### src/rtl/imem_loader_pkg.sv
// Shared types and frame constants for the instruction-memory loader.
package imem_loader_pkg;

    typedef enum logic [3:0] {
        StIdle,
        StLenHi,
        StLenLo,
        StDatHi,
        StDatLo,
        StWrite,
        StChk,
        StDone,
        StErr
    } state_e;

    localparam int unsigned FRAME_HDR_BYTES = 2;
    localparam int unsigned CHK_BYTES       = 1;

endpackage

### src/rtl/imem_checksum.sv
// 8-bit running-sum accumulator used to validate a loaded frame.
module imem_checksum (
    input  logic       clk,
    input  logic       rst_n,
    input  logic       clear,
    input  logic       accumulate,
    input  logic [7:0] data,
    output logic       match
);

    logic [7:0] sum_q;

    always_ff @(posedge clk or negedge rst_n) begin
        if (!rst_n) begin
            sum_q <= 8'h00;
        end else if (clear) begin
            sum_q <= 8'h00;
        end else if (accumulate) begin
            sum_q <= sum_q + data;
        end
    end

    assign match = (sum_q == data);

endmodule

### src/rtl/imem_loader.sv
// Loads a length-prefixed byte stream into instruction memory while holding the cores.
// Optional trailing checksum byte enabled by IMEM_LOADER_CHECKSUM_EN.
module imem_loader
    import imem_loader_pkg::*;
#(
    parameter int unsigned ADDR_W    = 16,
    parameter int unsigned MAX_WORDS = 100
) (
    input  logic              clk,
    input  logic              rst_n,
    input  logic              start,
    input  logic              in_valid,
    input  logic [7:0]        in_data,
    output logic              in_ready,
    output logic              mem_we,
    output logic [ADDR_W-1:0] mem_addr,
    output logic [15:0]       mem_wdata,
    output logic              core_hold,
    output logic              done,
    output logic              error,
    output logic [ADDR_W-1:0] word_count
);

    state_e            state;
    logic [7:0]        len_hi_q;
    logic [7:0]        hi_q;
    logic [ADDR_W-1:0] len_q;
    logic [15:0]       len_word;
    logic              last_word;

    assign len_word  = {len_hi_q, in_data};
    // word_count doubles as the write index; it is incremented on leaving WRITE
    assign last_word = ((word_count + ADDR_W'(1)) == len_q);

`ifdef IMEM_LOADER_CHECKSUM_EN
    logic chk_match;

    imem_checksum u_checksum (
        .clk        (clk),
        .rst_n      (rst_n),
        .clear      (start && (state == StIdle || state == StDone || state == StErr)),
        .accumulate (in_valid && in_ready && (state != StChk)),
        .data       (in_data),
        .match      (chk_match)
    );
`endif

    always_ff @(posedge clk or negedge rst_n) begin
        if (!rst_n) begin
            state      <= StIdle;
            len_hi_q   <= 8'h00;
            hi_q       <= 8'h00;
            len_q      <= '0;
            in_ready   <= 1'b0;
            mem_we     <= 1'b0;
            mem_addr   <= '0;
            mem_wdata  <= 16'h0000;
            core_hold  <= 1'b0;
            done       <= 1'b0;
            error      <= 1'b0;
            word_count <= '0;
        end else begin
            mem_we <= 1'b0;
            unique case (state)
                StIdle, StDone, StErr: begin
                    if (start) begin
                        state      <= StLenHi;
                        in_ready   <= 1'b1;
                        core_hold  <= 1'b1;
                        done       <= 1'b0;
                        error      <= 1'b0;
                        word_count <= '0;
                    end
                end
                StLenHi: begin
                    if (in_valid) begin
                        len_hi_q <= in_data;
                        state    <= StLenLo;
                    end
                end
                StLenLo: begin
                    if (in_valid) begin
                        if (len_word == 16'h0000 || 32'(len_word) > MAX_WORDS) begin
                            state    <= StErr;
                            in_ready <= 1'b0;
                            error    <= 1'b1;
                        end else begin
                            len_q <= ADDR_W'(len_word);
                            state <= StDatHi;
                        end
                    end
                end
                StDatHi: begin
                    if (in_valid) begin
                        hi_q  <= in_data;
                        state <= StDatLo;
                    end
                end
                StDatLo: begin
                    if (in_valid) begin
                        mem_we    <= 1'b1;
                        mem_addr  <= word_count;
                        mem_wdata <= {hi_q, in_data};
                        in_ready  <= 1'b0;
                        state     <= StWrite;
                    end
                end
                StWrite: begin
                    word_count <= word_count + ADDR_W'(1);
                    if (!last_word) begin
                        state    <= StDatHi;
                        in_ready <= 1'b1;
                    end else begin
`ifdef IMEM_LOADER_CHECKSUM_EN
                        state    <= StChk;
                        in_ready <= 1'b1;
`else
                        state     <= StDone;
                        done      <= 1'b1;
                        core_hold <= 1'b0;
`endif
                    end
                end
`ifdef IMEM_LOADER_CHECKSUM_EN
                StChk: begin
                    if (in_valid) begin
                        in_ready <= 1'b0;
                        if (chk_match) begin
                            state     <= StDone;
                            done      <= 1'b1;
                            core_hold <= 1'b0;
                        end else begin
                            state <= StErr;
                            error <= 1'b1;
                        end
                    end
                end
`endif
                default: begin
                    state    <= StIdle;
                    in_ready <= 1'b0;
                end
            endcase
        end
    end

endmodule

### config.mk
export PLATFORM = sky130hd
export DESIGN_NAME = imem_loader
export DESIGN_NICKNAME = d
export VERILOG_FILES = /design/src/rtl/imem_loader_pkg.sv /design/src/rtl/imem_checksum.sv /design/src/rtl/imem_loader.sv
export SDC_FILE = /design/constraint.sdc
export NUM_CORES = 1
export LEC_CHECK = 0
export ABC_AREA = 1
export CORE_MARGIN = 1.5
export CORE_UTILIZATION = 25
export DETAILED_ROUTE_END_ITERATION = 16
export PLACE_DENSITY_LB_ADDON = 0.1
export SLEW_MARGIN = 5
export SYNTH_ARGS = -nofsm -noshare
export SYNTH_HDL_FRONTEND = slang
export SYNTH_SLANG_ARGS = --single-unit
### constraint.sdc
create_clock -name clk -period 3.8 [get_ports clk]
set_clock_uncertainty 0.15 [all_clocks]
set_input_delay 0.76 -clock clk [delete_from_list [all_inputs] [get_ports clk]]
set_output_delay 0.76 -clock clk [all_outputs]
set_load 0.01 [all_outputs]
Word-level counts from Yosys, hierarchy flattened
Index checks and enable logic that the tools add are counted.
Cells by class
  shift operators: 0
  magnitude comparators: 1
  bitwise operators: 2
  reductions and logical operators: 16
  div/mod/pow operators: 0
  equal/unequal tests: 16
  mux-type cells: 26
  $add $sub $neg: 1
  multipliers: 0
Operators by type and width (number)
  16-bit one-hot mux with 2 select lines: 1
  4-bit 2-to-1 mux: 6
  4-bit one-hot mux with 6 select lines: 1
  16-bit by 1-bit adder with 16-bit output, second input constant: 1
  16-bit == test: 1
  16-bit by 7-bit > comparator with 1-bit output, second input constant: 1
  16-bit logical NOT: 1
  16-bit 2-to-1 mux: 1
  2-bit != test, second input constant: 8
  4-bit by 3-bit == test with 1-bit output, second input constant: 3
  1-bit 2-to-1 mux: 12
  4-bit by 2-bit == test with 1-bit output, second input constant: 2
  2-bit AND reduction: 4
  1-bit one-hot mux with 2 select lines: 3
  3-bit AND reduction: 2
  6-bit AND reduction: 1
  1-bit one-hot mux with 5 select lines: 1
  5-bit AND reduction: 1
  4-bit by 1-bit == test with 1-bit output, second input constant: 1
  4-bit == test, second input constant: 1
  4-bit logical NOT: 1
  4-bit AND reduction: 1
  2-bit nonzero test: 2
  3-bit 2-to-1 mux: 1
  4 further kinds: 5
Word-level totals
  register bits: 89
  output and inout bits: 53
  latch bits: 0
  bits in writable memories: 0
  memories: 0
  logic and storage cells: 74
  memory bits (read-only): 0
  input bits: 12

Logic depth before layout (Yosys ltp)
Gate-level depths: netlist of the first run.
  word-level depth: 5
  gate-level depth with buffers: 16
  depth with buffers taken out: 16

Worst setup path before layout of the first run
OpenSTA, ideal clock, no wires.
  path kind: input to register
  start point: input port in_data[3]
  end point: register len_q[6]
  data arrival time: 1.824 ns
  data required time: 3.524 ns
  library setup time: 0.126 ns
  setup slack: 1.700 ns
  stages on the path: 7
  path buffers: 1
  cell sequence: inv_1 nand2_1 o211ai_1 nand4_1 nor2_2 buf_2 o21ai_0
Between the ends
  word-level cells in the longest chain between the ends: 4
  elaborated cells between the ends (all ways): 5
  those cells by class: 1 x order compare; 1 x bitwise; 3 x reduce/logical
Ends and longest elaborated chain
  start: declaration: RTL line imem_loader.sv:13  | input logic [7:0] in_data,
  16-bit by 7-bit > comparator with 1-bit output / 16-bit logical NOT (equally long branches): RTL line imem_loader.sv:83  | if (len_word == 16'h0000 || 32'(len_word) > MAX_WORDS) begin
  1-bit logical OR (*): RTL line imem_loader.sv:83
  1-bit inverter (no source line) (*)
  3-bit AND reduction (no source line) (*)
  end signal: assignment: RTL line imem_loader.sv:88  | len_q <= ADDR_W'(len_word);
  end: declaration: RTL line imem_loader.sv:27  | logic [ADDR_W-1:0] len_q;
Every way passes the cells marked *; elsewhere a longest branch is shown, timed or not.
A chain may end at the register's enable or synchronous reset.

Worst setup path in the final report of the first run
  start point: input port in_data[4]
  end point: register len_q[6]
The elaborated chain is that of the path after synthesis.

==> results of run 1 <==
[how the worst max path moves through the flow]
stage	startpoint	to	slack, ns	cells after the start
floorplan	in_data[3]	len_q[6]	1.70	7
global placement	in_data[4]	len_q[6]	0.89	8
detailed placement	in_data[4]	len_q[6]	0.85	8
CTS	in_data[4]	len_q[6]	1.24	8
global route	in_data[4]	len_q[0]	0.97	9
finish	in_data[4]	len_q[6]	1.25	8
[through the flow]
stage	setup WS, ns	util	std cells
finish	1.25	0.330	836
global placement	0.889	0.312	820
global route	0.972	0.330	836
floorplan	1.70	-	540
detailed placement	0.853	0.312	820
CTS	1.24	0.330	836
[registers in the layout, indices dropped and copies added, names as in the netlist]
signal	cells
core_hold	1
done	1
error	1
hi_q	8
in_ready	1
len_hi_q	8
len_q	16
mem_addr	16
mem_wdata	16
mem_we	1
state	4
word_count	16
[cell usage in the layout (no fill, tap or decap)]
master           count
nor3_1               3
inv_1               55
o21ai_1              2
clkbuf_8             1
dfrtp_1             89
nand2_1            180
inv_2                1
nor4_1               2
clkdlybuf4s50_1     63
clkbuf_16            9
nand2_2              3
o21ai_0             60
nor2_4               5
xnor2_1              1
nor2_1              41
nand3_1             55
inv_6                1
ha_1                 1
nand3b_1             1
nor3b_1              1
clkinv_4             3
inv_8                2
nand3_2              1
and3_1               1
buf_4                7
nor2_2               5
o22ai_1              6
o211ai_1             1
a21oi_1              2
a31oi_1              1
buf_12               1
nand4_1             12
[power by group through the flow]
stage	registers (mW)	clock network, mW	logic (mW)
2_1_floorplan	1.50	0	0.551
3_3_place_gp	1.46	0	1.15
3_5_place_dp	1.46	0	1.16
4_1_cts	1.45	0.928	1.16
5_1_grt	1.49	0.970	1.29
6_report	1.45	0.892	1.14
[cell type report]
| cell class | instances | area [um^2] |
|---|---|---|
| fill | 1747 | 11100 |
| sequential | 89 | 2230 |
| multi-input combinational | 384 | 1740 |
| timing repair buffer | 71 | 703 |
| tap | 220 | 275 |
| clock buffer | 10 | 239 |
| inverter | 56 | 210 |
| clock inverter | 6 | 57.6 |
[per-layer routing]
| metal | up-vias | track usage | wire length (um) |
|---|---|---|---|
| met1 | 1779 | 0.191 | 5710 |
| met2 | 86 | 0.229 | 5600 |
| li1 | 1895 | - | - |
| met5 | - | 0 | 0 |
| met3 | 19 | 0.0383 | 480 |
| met4 | 0 | 0.0403 | 214 |
[kinds of logic after synthesis]
kind of cell / share of synthesized area
DFF: 0.528
AOI/OAI and AO/OA: 0.0880
and+or+nand+nor: 0.319
adders and majority gates: 0.00296
buffers and inverters: 0.0608
xor gates and xnor gates: 0.00208
==> impl_metrics.yaml, run 1 <==
synthesis:
  yosysTopAreaCellShare: 0.528
  ys_ff_latch: 89
  ys.warnings.count: 0
  ys_top_cells_by_area: "dfrtp_1 53%, nand2_1 16%, o21ai_0 7.1%, nand3_1 6.5%, inv_1 4.9%"
  syn_nets: 553
  netlist_area_um2: 4220
  synthMostInstantiatedCell: "nand2_1"
  synthArstFlopShare: 1.00
  ys_seq_area_frac: 0.528
  ys_types: 26
  synth_edf_count: 0
  netlist_instances: 540
  avgSynthCellArea_um2: 7.82
  synthTopCellsByCount: "180 x nand2_1, 89 x dfrtp_1, 60 x o21ai_0, 55 x inv_1, 55 x nand3_1"
  yosysTopAreaCell: "dfrtp_1"
  ys.flop_type: "dfrtp_1"
critical_path:
  r2r-start: "word_count[0]"
  cp-end-kind: "register"
  worstSetupStartpointType: "primary input"
  crit_type: "in -> reg"
  cp_top_family: "buffers and inverters"
  cp_slowest_cell: "clkdlybuf4s50_1"
  critical_path_buf_inv_count: 3
  r2r_end: "in_ready"
  reg2reg_depth: 12
  rrSetupSlack_ns: 1.47
  crit_chain: "clkdlybuf4s50_1, inv_1, nand2_1, o211ai_1, nand4_1, nor2_2, buf_4, o21ai_0"
  cp_max_fo: 10
  cp.arrival_ns: 2.64
  required_ns: 3.89
  worst_path_largest_cell_delay_ns: 0.49
power:
  netSwitchingFraction: 0.350
  p_per_area_nw_per_um2: 639
  p_switching_mw: 1.22
  vdd_drop_max_uv: 235
  seqPwrFrac: 0.416
  p_leak_nw: 2.49
  clkPwrFrac: 0.256
  finalPower_mw: 3.48
  p_int_mw: 2.26
  comb_power_share: 0.328
outcome:
  status: "finished, final reports clean"
drt:
  drt-total-wl_um: 12000
  drc: 0
  antenna_left: 0
  dr.pass1.iters: 4
  vias_per_cell: 4.52
  vias: 3779
  wire_per_inst_um: 14.4
  drt_iter0_drc: 218
floorplanning:
  io_pins: 65
  rows: 47
  start_util: 0.255
  core_area_um2: 16500
  die_area_um2: 17700
  die_x_um: 133
  fp.dieH_um: 133
clock_tree:
  clockRootBuffer: "clkbuf_16"
  cts_setup_buffers: 0
  tritoncts: "yes"
  clkTransAtPathRegs_ns: 0.07
  numClockSinks: 89
  htree_levels: 3
  ctsResizeCount: 0
  hold_buffers: 0
  cts_buffer_depth: 2
  cts_buffers: 9
  clkLatencyLatePin_ns: 0.35
grt:
  grtUsageTotal: 0.144
  grt_pass1_wl_um: 19700
  grt_pass1_vias: 3667
  grt_start_max_net_pins: 55
  grt_antenna_before_repair: 0
  grt_overflow_total: 0
min_path:
  hold_class: "in -> async"
timing:
  tightest_slew_ns: 0.717
  layout_min_cycle_time_ns: 2.55
  maxSlewHeadroom: 0.522
  fin_hold_ws_ns: 0.314
  fmax_mhz: 392
  finalSetupViolations: 0
  fin_crit_sh: 0.672
  finalHoldViolations: 0
  tns_ns: 0
  grt_setup_unrepaired: "false"
  drv_slew: 0
final_layout:
  antennaDiodeCount: 0
  finalNetCount: 624
  drive_above_1_share: 0.0633
  syn_to_final_growth_pct: 29.1
  final_area_um2: 5450
placed_design:
  io_buffers: 64
  place_area_um2: 5150
  dp_hpwl_um: 8820
  place_congestion: 0.869
job:
  cap_violations: 0
No activity file was read; power rests on OpenSTA's default activity.
==> run 2, diff against run 1 <==
clock period = 2.1 ns   (was 3.8 ns; I/O delays follow)
==> impl_metrics.yaml, run 2 (synthesis results as in run 1) <==
outcome:
  status: "complete, but fails checks"
  violations: "negative setup slack"
final_layout:
  syn_to_final_growth_pct: 45.9
  finalNetCount: 683
  finalNonFillerCells: 895
  multi_input_area_um2: 1920
  antennaDiodeCount: 0
  drive_above_1_share: 0.196
  fill_cells: 1722
  final_cell_mix: "167 x nand2_1, 87 x dfrtp_1, 60 x clkdlybuf4s50_1, 58 x o21ai_0, 56 x buf_4"
  regArea_um2: 2230
  final_common_cell: "nand2_1"
power:
  netSwitchingFraction: 0.347
  vdd_drop_max_uv: 406
  clkPwrFrac: 0.251
  p_leak_nw: 2.87
  p_switching_mw: 2.25
  seqPwrFrac: 0.402
  comb_power_share: 0.347
  p_per_area_nw_per_um2: 1060
  p_int_mw: 4.25
clock_tree:
  numClockSinks: 89
  clockRootBuffer: "clkbuf_16"
  tritoncts: "yes"
  htree_levels: 3
  clkLatencyLatePin_ns: 0.35
  clkTransAtPathRegs_ns: 0.07
  cts_buffer_depth: 2
  cts_buffers: 9
grt:
  grt_start_max_net_pins: 47
  grt_antenna_before_repair: 0
  use_met1: 0.205
  met3_usage: 0.0349
  grt_pass1_vias: 4006
  grtUsageTotal: 0.155
  grt_most_used_layer: "met2"
  grt_pass1_wl_um: 21300
  gr-usage-met2: 0.250
  grt_overflow_total: 0
placed_design:
  io_buffers: 64
  dp_hpwl_um: 9240
  place_congestion: 0.788
  dp_cells: 865
timing:
  finalHoldViolations: 0
  fin_crit_sh: 1.01
  maxSlewHeadroom: 0.640
  tns_ns: -0.0441
  fin_hold_ws_ns: 0.324
  tightest_slew_ns: 0.540
  fmax_mhz: 472
  drv_slew: 0
  finalSetupViolations: 3
  layout_min_cycle_time_ns: 2.12
  grt_setup_unrepaired: "true"
  setup_slack_ns: -0.0173
critical_path:
  required_ns: 2.25
  crit_type: "reg -> reg"
  cp-end-kind: "register"
  r2r-start: "word_count[0]"
  critPathLaunch: "word_count[0]"
  cp_max_fo: 4
  cp.arrival_ns: 2.26
  worstSetupStartpointType: "register"
floorplanning:
  io_pins: 65
  die_x_um: 133
  start_util: 0.255
  core_area_um2: 16500
  rows: 47
  die_area_um2: 17700
  fp.dieH_um: 133
job:
  cap_violations: 0
drt:
  wire_per_inst_um: 14.4
  vias: 4033
  vias_per_cell: 4.51
  drc: 0
  drt_iter0_drc: 158
  drt-total-wl_um: 12900
  dr.pass1.iters: 4
  antenna_left: 0
min_path:
  hold_class: "reg -> reg"
  min_from: "mem_wdata[10]"
==> run 2: cell count changes in the layout (fill, tap and decap cells not counted), moves of 4 or more <==
cell / before / now
buf_12: 1 / 7
nand3_2: 1 / 9
nand3_1: 55 / 44
nor2_1: 41 / 37
nand2_1: 180 / 167
buf_4: 7 / 56
nand2_2: 3 / 13
==> run 2: worst paths after layout <==
kind                                  to  slack (ns)  cells past startpoint
min                        mem_wdata[10]        0.32                      2
max                                 done       -0.02                     13
min in group asynchronous    mem_addr[1]        0.44                      2
max reg2reg                         done       -0.02                     13
min reg2reg                mem_wdata[10]        0.32                      2
max in group asynchronous       state[1]        0.79                      3
==> run 2: worst max-delay path: stages (launching register included) <==
cell and delay (ns):
dfrtp_1 0.40, buf_6 0.13, clkinvlp_4 0.12, buf_12 0.15, nor2_4 0.14, nand4_1 0.14, nand3_1 0.11, nand2_1 0.07
nor2_1 0.11, nand2_1 0.09, nor2_2 0.12, nand3_2 0.11, buf_4 0.16, nand2_1 0.05
==> run 2: layout make-up <==
type	count	share of cell area
well taps	220	0.0447
clock buffers	11	0.0410
clock inverters	5	0.00752
multi-input cells	386	0.312
flip-flops and latches	89	0.362
inverters	56	0.0347
repair buffers	128	0.198
==> run 2: through the flow <==
stage	util	setup WS, ns	area [um^2]	power [mW]
2_1_floorplan	-	0.159	4220	3.71
3_3_place_gp	0.335	-0.205	5540	4.83
3_5_place_dp	0.335	-0.184	5540	4.86
4_1_cts	0.360	-0.0140	5950	6.56
5_1_grt	0.373	-0.216	6160	6.99
6_report	0.373	-0.0173	6160	6.50
==> run 2: power groups by stage <==
stage / Sequential, mW / Combinational (mW) / Clock, mW
6_report: 2.61 / 2.26 / 1.63
5_1_grt: 2.69 / 2.55 / 1.75
4_1_cts: 2.61 / 2.25 / 1.69
3_5_place_dp: 2.64 / 2.22 / 0
3_3_place_gp: 2.62 / 2.21 / 0
2_1_floorplan: 2.71 / 0.998 / 0
==> run 2: layer usage <==
metal,up-vias,routed length (um)
li1,2025,-
met1,1915,6150
met2,71,5990
met3,22,481
met4,0,299
met5,-,0
==> run 2: timing repair <==
action	in CTS	in global routing
cloned	2	0
endpoints found under the setup margin	4	7
buffers inserted	4	8
endpoints found under the hold margin	33	0
hold buffers	1	0
resized for setup	17	34
pin swaps	4	30
==> run 3, diff against run 2 <==
ABC_AREA = 0   (was 1)
==> impl_metrics.yaml, run 3 <==
outcome:
  status: "complete, but fails checks"
  violations: "negative setup slack"
synthesis:
  netlist_area_um2: 4340
  netlist_instances: 402
  ys_types: 54
  synth_compound_area_frac: 0.103
  synth-xor-area-share: 0.0459
  ys.flop_type: "dfrtp_1"
  synthArstFlopShare: 1.00
  yosys.area_share.simple: 0.169
  synthTopCellsByCount: "89 x dfrtp_1, 46 x mux2_2, 42 x nand2_1, 26 x o21ai_0, 21 x nor2_1"
  synthMuxAreaShare: 0.132
  ys_ff_latch: 89
  ys.warnings.count: 0
  ys_seq_area_frac: 0.513
  ys_top_cells_by_area: "dfrtp_1 51%, mux2_2 12%, nand2_1 3.6%, o21ai_0 3.0%, xnor2_1 2.2%"
  syn_nets: 415
  synth-adder-area-share: 0.00288
  yosysTopAreaCell: "dfrtp_1"
  synthMostInstantiatedCell: "dfrtp_1"
  synth_edf_count: 0
  avgSynthCellArea_um2: 10.8
  yosysTopAreaCellShare: 0.513
  synth_top_family_by_area: "simple AND/OR/NAND/NOR gates"
timing:
  grt_setup_unrepaired: "true"
  drv_slew: 0
  tns_ns: -1.91
  fin_crit_sh: 1.08
  fmax_mhz: 441
  finalSetupViolations: 20
  layout_min_cycle_time_ns: 2.27
  tightest_slew_ns: 0.430
  maxSlewHeadroom: 0.711
  finalHoldViolations: 0
  setup_slack_ns: -0.167
  fin_hold_ws_ns: 0.319
clock_tree:
  clkTransAtPathRegs_ns: 0.08
  clockRootBuffer: "clkbuf_16"
  numClockSinks: 89
  clkLatencyLatePin_ns: 0.35
  cts_buffer_depth: 2
  cts_buffers: 9
  tritoncts: "yes"
  htree_levels: 3
drt:
  antenna_left: 0
  vias: 3558
  wire_per_inst_um: 15.9
  dr.pass1.iters: 4
  drt-total-wl_um: 12300
  drt_iter0_drc: 137
  drc: 0
  vias_per_cell: 4.61
floorplanning:
  start_util: 0.259
  die_x_um: 135
  rows: 47
  io_pins: 65
  die_area_um2: 18200
  core_area_um2: 16800
  fp.dieH_um: 135
placed_design:
  place_congestion: 0.840
  dp_cells: 748
  dp_hpwl_um: 8860
  io_buffers: 64
  place_area_um2: 5880
critical_path:
  cp.arrival_ns: 2.35
  worstSetupStartpointType: "primary input"
  crit_type: "in -> reg"
  cp-end-kind: "register"
  required_ns: 2.19
  cp_max_fo: 8
power:
  p_leak_nw: 2.92
  p_per_area_nw_per_um2: 1030
  vdd_drop_max_uv: 467
final_layout:
  drive_above_1_share: 0.383
  antennaDiodeCount: 0
  syn_to_final_growth_pct: 48.3
  finalNonFillerCells: 771
  final_area_um2: 6430
  final_common_cell: "buf_4"
  multi_input_area_um2: 2190
  fill_cells: 1718
  finalNetCount: 559
  final_util: 0.384
  final_cell_mix: "88 x buf_4, 83 x dfrtp_1, 61 x clkdlybuf4s50_1, 46 x mux2_2, 42 x nand2_1"
  regArea_um2: 2230
job:
  cap_violations: 0
grt:
  grt_antenna_before_repair: 0
  grt_pass1_wl_um: 20000
  grtUsageTotal: 0.143
  grt_pass1_vias: 3756
  grt_overflow_total: 0
  grt_start_max_net_pins: 34
min_path:
  hold_class: "reg -> reg"
[run 3: changes by cell type after synthesis, sizes merged, moves of 10 or more]
cell / before / now
a21oi: 2 / 15
inv: 56 / 3
mux2: 0 / 47
and2: 0 / 14
xnor2: 1 / 11
nand2: 183 / 42
nor2: 51 / 21
o21ai: 62 / 26
nand3: 56 / 13
clkbuf: 7 / 20
[run 3: final cells by class]
cell class / count / share of cell area
Clock buffer: 9 / 0.0350
Multi-Input combinational cell: 283 / 0.341
Clock inverter: 7 / 0.0121
Sequential cell: 89 / 0.347
Inverter: 4 / 0.00233
Tap cell: 220 / 0.0428
Timing Repair Buffer: 159 / 0.219
[run 3: cells by family (layout without fill, tap and decap cells)]
| logic type | count (synthesis) | in the layout |
|---|---|---|
| adders and majority gates | 1 | 1 |
| and+or+nand+nor | 138 | 138 |
| DFF | 89 | 89 |
| AOI/OAI and AO/OA | 72 | 72 |
| muxes | 51 | 51 |
| xor gates and xnor gates | 21 | 21 |
| buffers and inverters | 30 | 179 |
[run 3: final timing paths]
check	end	cells after the start	start	slack, ns
max	len_q[6]	7	in_data[7]	-0.17
max in group asynchronous	mem_wdata[1]	3	rst_n	0.82
min reg2reg	mem_wdata[12]	2	hi_q[4]	0.32
min in group asynchronous	mem_addr[2]	2	rst_n	0.40
max reg2reg	len_q[6]	6	len_hi_q[4]	-0.16
min	mem_wdata[12]	2	hi_q[4]	0.32
[run 3: routing by layer]
metal	track usage	up-vias	wire length, um
li1	-	1727	-
met5	0	-	0
met4	0.0496	0	153
met1	0.188	1761	5810
met2	0.233	60	5920
met3	0.0304	10	366
[run 3: power breakdown]
| group | leakage [nW] | switching, mW | internal, mW |
|---|---|---|---|
| Clock | 0.147 | 0.799 | 0.851 |
| Sequential | 1.17 | 0.350 | 2.22 |
| Combinational | 1.60 | 1.02 | 1.36 |
| Total | 2.92 | 2.17 | 4.43 |
[run 3: critical path, cell delays in order]
cell	delay (ns)
clkdlybuf4s50_1	0.42
or4_4	0.43
nor4_4	0.15
nand3_2	0.10
or3_4	0.38
buf_6	0.15
mux2_4	0.29
[run 3: per-stage QoR]
step,setup slack (ns),total power [mW]
2_1_floorplan,-0.231,3.68
3_3_place_gp,-0.647,4.88
3_5_place_dp,-0.662,4.91
4_1_cts,-0.195,6.67
5_1_grt,-0.251,7.02
6_report,-0.167,6.60
[run 3: what timing repair did]
item                                    CTS  global route
hold buffers                              1             0
gates cloned                              1             0
endpoints found under the hold margin    25             0
endpoints found under the setup margin   22            33
pin swaps                                15             8
setup buffers                             7             1
resized for setup                        23            22
